<file path="src/rtl/logic_probe_sequencer.sv">
// Reads NUM_REGS probe registers after each probe interrupt and publishes them as an atomic host-visible snapshot.
// Optional ready-wait timeout is built only when LOGIC_PROBE_SEQ_TIMEOUT_EN is defined.
module logic_probe_sequencer #(
    parameter int NUM_REGS       = 5,
    parameter int TIMEOUT_CYCLES = 16
) (
    input  logic        clk,
    input  logic        nreset,
    input  logic        enable,
    input  logic        probe_interrupt,
    output logic        probe_interrupt_clear,
    output logic [2:0]  probe_address,
    output logic        probe_data_request,
    input  logic        probe_data_ready,
    input  logic [31:0] probe_data,
    input  logic [2:0]  host_address,
    input  logic        host_read,
    output logic [31:0] host_data,
    output logic        host_ready,
    input  logic        host_ack,
    output logic        result_valid
);

    localparam logic [1:0] S_IDLE  = 2'd0;
    localparam logic [1:0] S_REQ   = 2'd1;
    localparam logic [1:0] S_WAIT  = 2'd2;
    localparam logic [1:0] S_CLEAR = 2'd3;
    localparam logic [2:0] LAST_IDX = 3'(NUM_REGS - 1);

    // Out-of-range configurations leave this marker block in the elaborated hierarchy.
    if (NUM_REGS < 1 || NUM_REGS > 5 || TIMEOUT_CYCLES < 1) begin : g_params_out_of_range
    end

    logic [1:0]  r_state;
    logic [2:0]  r_index;
    logic        r_holdoff;
    logic        r_result_valid;
    logic        r_overrun;
    logic [15:0] r_capture_count;
    logic [31:0] r_shadow [0:NUM_REGS-1];
    logic [31:0] r_bank   [0:NUM_REGS-1];
    logic        r_host_ready;
    logic [31:0] r_host_data;

    logic        w_timeout;
    logic        w_error;
    logic        w_advance;
    logic [31:0] w_capture_word;
    logic [31:0] w_host_word;

`ifdef LOGIC_PROBE_SEQ_TIMEOUT_EN
    localparam int TMR_W = $clog2(TIMEOUT_CYCLES + 1);
    logic [TMR_W-1:0] r_timer;
    logic             r_error;

    assign w_timeout = (r_state == S_WAIT) && !probe_data_ready &&
                       (r_timer == TMR_W'(TIMEOUT_CYCLES - 1));
    assign w_error   = r_error;

    always_ff @(posedge clk or negedge nreset) begin
        if (!nreset) begin
            r_timer <= '0;
            r_error <= 1'b0;
        end else begin
            if (r_state != S_WAIT || probe_data_ready)
                r_timer <= '0;
            else
                r_timer <= r_timer + 1'b1;
            if (w_timeout)
                r_error <= 1'b1;
            else if (host_ack)
                r_error <= 1'b0;
        end
    end
`else
    assign w_timeout = 1'b0;
    assign w_error   = 1'b0;
`endif

    assign w_advance      = (r_state == S_WAIT) && (probe_data_ready || w_timeout);
    assign w_capture_word = probe_data_ready ? probe_data : 32'hFFFF_FFFF;

    always_ff @(posedge clk or negedge nreset) begin
        if (!nreset) begin
            r_state         <= S_IDLE;
            r_index         <= '0;
            r_holdoff       <= 1'b0;
            r_result_valid  <= 1'b0;
            r_overrun       <= 1'b0;
            r_capture_count <= '0;
            for (int i = 0; i < NUM_REGS; i++) begin
                r_shadow[i] <= '0;
                r_bank[i]   <= '0;
            end
        end else begin
            // CLEAR owns result_valid/overrun in its cycle, so an ack there is dropped.
            if (host_ack && r_state != S_CLEAR) begin
                r_result_valid <= 1'b0;
                r_overrun      <= 1'b0;
            end
            case (r_state)
                S_IDLE: begin
                    r_holdoff <= 1'b0;
                    if (enable && probe_interrupt && !r_holdoff) begin
                        r_state <= S_REQ;
                        r_index <= '0;
                    end
                end
                S_REQ: r_state <= S_WAIT;
                S_WAIT: begin
                    if (w_advance) begin
                        r_shadow[r_index] <= w_capture_word;
                        if (r_index == LAST_IDX) begin
                            r_state <= S_CLEAR;
                        end else begin
                            r_index <= r_index + 1'b1;
                            r_state <= S_REQ;
                        end
                    end
                end
                S_CLEAR: begin
                    r_state         <= S_IDLE;
                    r_index         <= '0;
                    r_holdoff       <= 1'b1;
                    r_bank          <= r_shadow;
                    r_capture_count <= r_capture_count + 1'b1;
                    r_result_valid  <= 1'b1;
                    if (r_result_valid)
                        r_overrun <= 1'b1;
                end
                default: r_state <= S_IDLE;
            endcase
        end
    end

    always_comb begin
        w_host_word = '0;
        if (host_address < 3'(NUM_REGS))
            w_host_word = r_bank[host_address];
        else if (host_address == 3'd5)
            w_host_word = {12'h0, w_error, r_overrun, r_result_valid, enable, r_capture_count};
    end

    // Host path reads only the bank register, which changes in a single edge.
    always_ff @(posedge clk or negedge nreset) begin
        if (!nreset) begin
            r_host_ready <= 1'b0;
            r_host_data  <= '0;
        end else begin
            r_host_ready <= host_read;
            if (host_read)
                r_host_data <= w_host_word;
        end
    end

    assign probe_data_request    = (r_state == S_REQ);
    assign probe_interrupt_clear = (r_state == S_CLEAR);
    assign probe_address         = r_index;
    assign result_valid          = r_result_valid;
    assign host_ready            = r_host_ready;
    assign host_data             = r_host_data;

endmodule

</file>
<file path="config.mk">
export PLATFORM = sky130hd
export DESIGN_NAME = logic_probe_sequencer
export DESIGN_NICKNAME = d
export VERILOG_FILES = /design/src/rtl/logic_probe_sequencer.sv
export SDC_FILE = /design/constraint.sdc
export NUM_CORES = 1
export LEC_CHECK = 0
export CORE_MARGIN = 2
export CORE_UTILIZATION = 55
export CTS_CLUSTER_DIAMETER = 40
export DETAILED_ROUTE_END_ITERATION = 12
export PLACE_DENSITY = 0.73
export SYNTH_ARGS = -nofsm -noshare
export SYNTH_HDL_FRONTEND = slang
export SYNTH_SLANG_ARGS = --single-unit
</file>
<file path="constraint.sdc">
create_clock -name clk -period 5.3 [get_ports clk]
set_clock_uncertainty 0.15 [all_clocks]
set_input_delay 1.06 -clock clk [delete_from_list [all_inputs] [get_ports clk]]
set_output_delay 1.06 -clock clk [all_outputs]
set_load 0.05 [all_outputs]
</file>
Yosys cells after proc, flatten, opt, wreduce, memory -nomap -nowiden
Index checks and enable logic that the tools add are counted.

Add/subtract/negate cells: 2. Multiply operators: 0. Divide/modulo/power cells: 0. $lt $le $gt $ge: 4. Equality and inequality tests: 9. Shift operators: 0. Mux-type cells: 23. Bitwise logic cells: 2. Reductions and logical operators: 13.

Operators by type and width (number): 160-bit bitwise mux (1); 32-bit 2-to-1 mux (5); 32-bit binary-select mux with 3-bit select (1); 32-bit demux with 3-bit select (1); 19-bit 2-to-1 mux (1); 16-bit by 1-bit adder with 16-bit output, second input constant (1); 3-bit 2-to-1 mux (3); 3-bit one-hot mux with 3 select lines (1); 4-bit >= comparator, second input constant (2); 2-bit inequality test, second input constant (4); 3-bit inverter with 4-bit output (2); 2-bit one-hot mux with 4 select lines (1); 3-bit == test, second input constant (2); 2-bit 2-to-1 mux (3); 1-bit logical AND (5); 1-bit 2-to-1 mux (5); 2-bit == test, second input constant (2); 4-bit by 1-bit less-than comparator with 1-bit output, second input constant (1); 2-bit AND reduction (2); 4-bit AND reduction (1); 2-bit nonzero test (2); 3-bit by 1-bit adder with 3-bit output, second input constant (1); 3-bit less-than comparator, second input constant (1); 3-bit nonzero test (1); 4 further kinds (4).

Register bits: 377. Latch bits: 0. Bits in writable memories: 0. Memory bits (read-only): 0. Output and inout bits: 39. Word-level logic and storage cells: 71. Memories kept: 0.

Longest topological paths before layout
Gate-level depths: netlist (run 1).

Word-level depth: 6. Depth in mapped cells: 9. Mapped depth without buffers: 6.

Worst setup path after synthesis (run 1)
Ideal clock, no wire load.

Kind: input to register. Start: input port host_address[0]. End: register r_host_data[16] (netlist: host_data[16]). Arrival time: 2.142 ns. Data required time: 5.013 ns. Setup slack: 2.871 ns. Stages: 6. Buffers on the path: 3. Path through: buf_4 -> buf_6 -> buf_2 -> mux2_2 -> a22oi_1 -> a21oi_1.

Word-level cells in the longest chain between the ends: 5. Elaborated cells between the ends (all ways): 8.

RTL lines: start, declared (line 16) `input logic [2:0] host_address,`; 3-bit inverter with 4-bit output (implied by the code) (line 139) `w_host_word = r_bank[host_address];`; 32-bit binary-select mux with 3-bit select (line 139); 32-bit 2-to-1 mux (implied by the code) (2 in a row) (line 139); 32-bit 2-to-1 mux (*) (line 138) `if (host_address < 3'(NUM_REGS))`; end signal, assigned (line 152) `r_host_data <= w_host_word;`; end, declared (line 43) `logic [31:0] r_host_data;`.

Every way passes the cells marked *; elsewhere a longest branch is shown, timed or not. The select of a mux whose other input is x is not followed. A chain may end at the register's enable or synchronous reset.

Final worst setup path (run 1)
Start: register r_state[1]. End: output port probe_interrupt_clear.

Word-level cells in the longest chain between the ends: 1.

RTL lines: start, declared (line 34) `logic [1:0] r_state;`; start signal, assigned (line 85) `r_state <= S_IDLE;`; start signal, assigned (line 105) `r_state <= S_REQ;`; start signal, assigned (line 109) `S_REQ: r_state <= S_WAIT;`; 2-bit == test (line 157) `assign probe_interrupt_clear = (r_state == S_CLEAR);`; end, declared (line 11) `output logic probe_interrupt_clear,`.

No other way between the ends.

==> results of run 1 <==
synth_stat cells:
library cell / instances / area (sq um)
nor2b_1: 15 / 93.8
a2bb2oi_1: 1 / 8.76
and3_1: 4 / 25.0
buf_1: 2 / 7.51
buf_4: 3 / 22.5
xnor2_1: 9 / 78.8
a211oi_1: 1 / 7.51
nand4_2: 1 / 12.5
a22oi_1: 20 / 150
buf_2: 33 / 165
nand3_1: 8 / 40.0
a311oi_1: 1 / 8.76
o21ai_0: 66 / 330
nor3b_1: 1 / 7.51
ha_1: 8 / 100
dfrtp_1: 377 / 9430
a31oi_1: 1 / 6.26
mux2_4: 30 / 450
mux4_2: 32 / 721
xor2_1: 6 / 52.6
nor4_2: 2 / 25.0
and3b_1: 2 / 17.5
mux2_2: 214 / 2410
inv_2: 1 / 3.75
nand2_1: 97 / 364
inv_1: 7 / 26.3
clkbuf_1: 25 / 93.8
buf_6: 6 / 67.6
nor3_1: 1 / 5.00
nand3b_1: 2 / 15.0
a22o_1: 1 / 8.76
clkinv_1: 1 / 3.75
a21oi_1: 70 / 350
nor2_1: 87 / 327
mux2i_1: 2 / 20.0
nand4_1: 3 / 18.8
cells by family after synthesis:
logic type / Yosys count / synth area share, %
flip-flops: 377 / 60.9
multiplexers: 278 / 23.3
AND/OR/NAND/NOR: 223 / 6.14
AO/OA/AOI/OAI: 161 / 5.63
buffers and inverters: 78 / 2.52
XOR/XNOR: 15 / 0.849
adder cells (fa/ha/maj): 8 / 0.647
critical path: cells and delay by family (launching register included):
kind | cells | cell delay (ps)
adder cells (fa/ha/maj) | 1 | 630
buffers and inverters | 1 | 930
flip-flops | 1 | 440
power by group:
group / internal, mW / switching, mW / leakage, nW
clock: 1.95 / 1.22 / 0.759
sequential: 3.93 / 0.584 / 4.87
combinational: 1.47 / 1.27 / 2.63
metrics by stage:
step                setup WS, ps  std cells  hold slack, ps  util, %
detailed placement          1760       1544             304     59.6
global placement            1790       1544             301     59.6
CTS                         1510       1624             322     65.2
finish                      1560       1625             320     65.2
floorplan                   2870       1140             285        -
global route                1460       1624             347     65.2
final cells by class:
| type | count | area (sq um) | share of cell area, % |
|---|---|---|---|
| inverters | 9 | 33.8 | 0.187 |
| clock inverters | 28 | 378 | 2.09 |
| repair buffers | 95 | 943 | 5.21 |
| clock buffers | 52 | 1170 | 6.47 |
| diodes | 1 | 2.50 | 0.0138 |
| well taps | 378 | 473 | 2.61 |
| multi-input cells | 685 | 5680 | 31.3 |
| flip-flops and latches | 377 | 9430 | 52.1 |
routing by layer:
metal | track usage (%) | routed length (microns) | vias up
li1 | - | - | 4147
met1 | 31.7 | 14100 | 4732
met2 | 38.1 | 15900 | 173
met3 | 3.57 | 1450 | 46
met4 | 6.25 | 576 | 0
met5 | 0 | 0 | -
how the worst max path moves through the flow:
stage / end / slack (ps)
finish: probe_interrupt_clear / 1560
global route: probe_interrupt_clear / 1460
CTS: probe_interrupt_clear / 1510
detailed placement: r_shadow[64] / 1760
global placement: r_shadow[64] / 1790
floorplan: host_data[16] / 2870
state kept, by name (all words and copies together) (netlist names):
signal           flops
host_data           32
host_ready           1
probe_address        3
r_bank             160
r_capture_count     16
r_holdoff            1
r_overrun            1
r_shadow           160
r_state              2
result_valid         1
==> results.tsv, run 1 <==
metric	value	unit
grt_overflow_total	0	
die_area	29500	sq um
syn-num-nets	1190	
fp.dieW	172	microns
dr_total_vias	9098	
min_period_over_period	70.6	%
fmax	267	MHz
fill_cells	2060	
worst-path-max-fanout	49	
clock_latency	550	ps
whs_endpoint	host_data[27]	
whs_path_depth	2	
place_congestion	0.731	
ir_worst_vdd	0.472	mV
grt_antenna_before_repair	1	
cts_hold_buf	0	
areaGrowthSynthToFinish	17.0	%
cts_sinks	377	
tightest_slew	1160	ps
drt_wl_total	32000	microns
ys_seq_elements	377	
cts-root-buf	clkbuf_16	
htreeDepth	2	
synth_cell_type_count	36	
rrSetupSlack	2360	ps
track_usage	22.9	%
max_stage_delay	930	ps
hpwl	18300	microns
drc	0	
endpoint_kind	primary output	
first_pass_iters	5	
crit_required	4090	ps
post_dp_cell_area	16600	sq um
grt_pass1_wl	52300	microns
yosys_warnings	0	
r2r_end	r_shadow[64]	
grt_max_degree	121	
path_cells	ha_4, clkdlybuf4s50_1	
min-delay-start	r_bank[27]	
ys_seq_area_share	60.9	%
crit_type	reg2out	
synth_area	15500	sq um
cts_resized	0	
post_drt_wl_per_cell	19.7	microns
cp-start-kind	flip-flop	
grt_pass1_vias	9693	
crit_start	r_state[1]	
die_h	172	microns
rsz0062_at_grt	no	
power_leakage	8.25	nW
start_util	55.7	%
drtIter0Drc	624	
fin_area	18100	sq um
drive_above_1_share	30.5	%
status	completed	
p_total	10.4	mW
cts_buffers	44	
hp-class	reg2reg	
pwr_density_cell	575	nW/um^2
portBuffers	80	
clock_path_buffers	3	
synth_area_per_cell	13.6	sq um
layout_min_cycle_time	3740	ps
drv_slew	0	
layout_commonest_cell	dfrtp_1	
ant_nets	0	
setup_tns	0	ps
syn_inst	1140	
viasPerCell	5.60	
crit_arrival	2530	ps
relSlewSlack	22.5	%
row_count	61	
path_clk_slew	60	ps
final_cell_mix	dfrtp_1 (377), mux2_2 (214), nand2_1 (97)	
io-pin-count	81	
post_cts_buffers	0	
coreArea	27800	sq um
cap_violations	0	
r2r_cells	6	
cts_tree	yes	
finalHoldViolations	0	
reg2reg_from	r_state[0]	
nets	1262	
cpMaxStageDelayCell	clkdlybuf4s50_1	
setup_viol	0	
(Power assumes the default switching activity.)
==> run 2, diff against run 1 <==
==> constraint.sdc (replaced) <==
create_clock -name clk -period 3.73 [get_ports clk]
set_clock_uncertainty 0.15 [all_clocks]
set_input_delay 0.746 -clock clk [delete_from_list [all_inputs] [get_ports clk]]
set_output_delay 0.746 -clock clk [all_outputs]
set_load 0.05 [all_outputs]
==> results.tsv, run 2 (synthesized netlist as in run 1, its figures left out) <==
metric	value	unit
crit_buf_inv	2	
path_clk_slew	60	ps
finalHoldViolations	0	
max_stage_delay	830	ps
drv_slew	0	
p_sw	4.54	mW
crit_arrival	2190	ps
critical-path-top-delay-family	buffers and inverters	
drc	0	
endpoint_kind	primary output	
setup_tns	0	ps
hold_ws	56.0	ps
cp-start-kind	flip-flop	
p_sw_share	30.0	%
portBuffers	80	
hpwl	20500	microns
pwr_density_cell	823	nW/um^2
htreeDepth	2	
dr_total_vias	9218	
place_congestion	0.740	
tightest_slew	925	ps
drive_above_1_share	31.8	%
layout_commonest_cell	dfrtp_1	
clock_path_buffers	3	
coreArea	27800	sq um
cts-root-buf	clkbuf_16	
start_util	55.7	%
pwr-share-clk	31.5	%
fmax	325	MHz
p_int	10.6	mW
cts_buffers	48	
hp-class	in2async	
clock_latency	550	ps
grt_overflow_total	0	
die_h	172	microns
worst-path-max-fanout	5	
cts_hold_buf	0	
row_count	61	
fp.dieW	172	microns
min_period_over_period	82.6	%
seq_power_share	42.5	%
cap_violations	0	
viasPerCell	5.59	
status	completed	
rsz0062_at_grt	no	
grt_max_degree	86	
drtIter0Drc	570	
setup_viol	0	
post_cts_buffers	0	
ir_worst_vdd	0.424	mV
cts_sinks	377	
nets	1282	
relSlewSlack	38.3	%
die_area	29500	sq um
drt_wl_total	33700	microns
crit_required	2830	ps
cts_resized	0	
ant_nets	0	
path_cells	inv_1, ha_1, clkdlybuf4s50_1	
io-pin-count	81	
crit_type	reg2out	
grt_pass1_vias	9724	
grt_antenna_before_repair	0	
areaGrowthSynthToFinish	19.0	%
p_total	15.2	mW
antennaDiodeCount	0	
track_usage	24.3	%
final_cell_mix	dfrtp_1 (377), mux2_2 (214), nand2_1 (97)	
grt_pass1_wl	54900	microns
first_pass_iters	6	
post_drt_wl_per_cell	20.4	microns
layout_min_cycle_time	3080	ps
power_leakage	8.40	nW
cpMaxStageDelayCell	clkdlybuf4s50_1	
cts_tree	yes	
p_comb_share	26.1	%
-- run 2: changes by cell type in the layout (fill, tap and decap cells not counted), sizes merged --
cell | before | now
clkbuf | 52 | 59
bufinv | 7 | 5
clkinv | 13 | 11
diode | 1 | 0
clkinvlp | 3 | 4
inv | 14 | 19
buf | 19 | 35
-- run 2: path summary, 6_finish.rpt --
| kind | start | to | slack [ps] | cells after the start |
|---|---|---|---|---|
| worst min-delay path | nreset | r_overrun | 60 | 1 |
| worst max register to register | r_state[0] | r_bank[107] | 1280 | 4 |
| worst min register to register | r_bank[30] | host_data[30] | 310 | 2 |
| max in group asynchronous | nreset | r_bank[154] | 2390 | 3 |
| worst max-delay path | r_state[1] | probe_data_request | 650 | 3 |
| min in group clk | r_bank[30] | host_data[30] | 310 | 2 |
-- run 2: cell type report --
class | count | area (sq um)
Sequential cell | 377 | 9430
Timing Repair Buffer | 111 | 1110
Fill cell | 2006 | 9370
Clock buffer | 59 | 1310
Inverter | 9 | 33.8
Tap cell | 378 | 473
Clock inverter | 30 | 368
Multi-Input combinational cell | 685 | 5680
-- run 2: through the flow --
| step | setup slack, ps | utilization (%) | instances | area (sq um) |
|---|---|---|---|---|
| 3_5_place_dp | 1050 | 60.2 | 1560 | 16700 |
| 5_1_grt | 564 | 66.3 | 1649 | 18400 |
| 6_report | 649 | 66.3 | 1649 | 18400 |
| 4_1_cts | 625 | 66.3 | 1649 | 18400 |
| 2_1_floorplan | 1550 | - | 1140 | 15500 |
| 3_3_place_gp | 1080 | 60.2 | 1560 | 16700 |
-- run 2: worst reg2reg max path: stages, from the launching register on --
cell     delay [ps]
dfrtp_1         450
ha_4            280
buf_4           420
buf_4           600
mux2_2          420
-- run 2: routing by layer --
metal | track usage [%] | vias to the layer above | wire [microns]
met5 | 0 | - | 0
met4 | 6.47 | 0 | 590
met3 | 3.13 | 46 | 1300
met2 | 40.5 | 158 | 16700
met1 | 34.2 | 4809 | 15100
li1 | - | 4205 | -
-- run 2: power by group through the flow --
stage	clock network (mW)	logic, mW	registers (mW)
global placement	0	3.82	6.41
detailed placement	0	3.96	6.47
CTS	4.83	4.00	6.43
floorplan	0	2.76	6.52
finish	4.77	3.95	6.44
global route	5.01	4.30	6.61
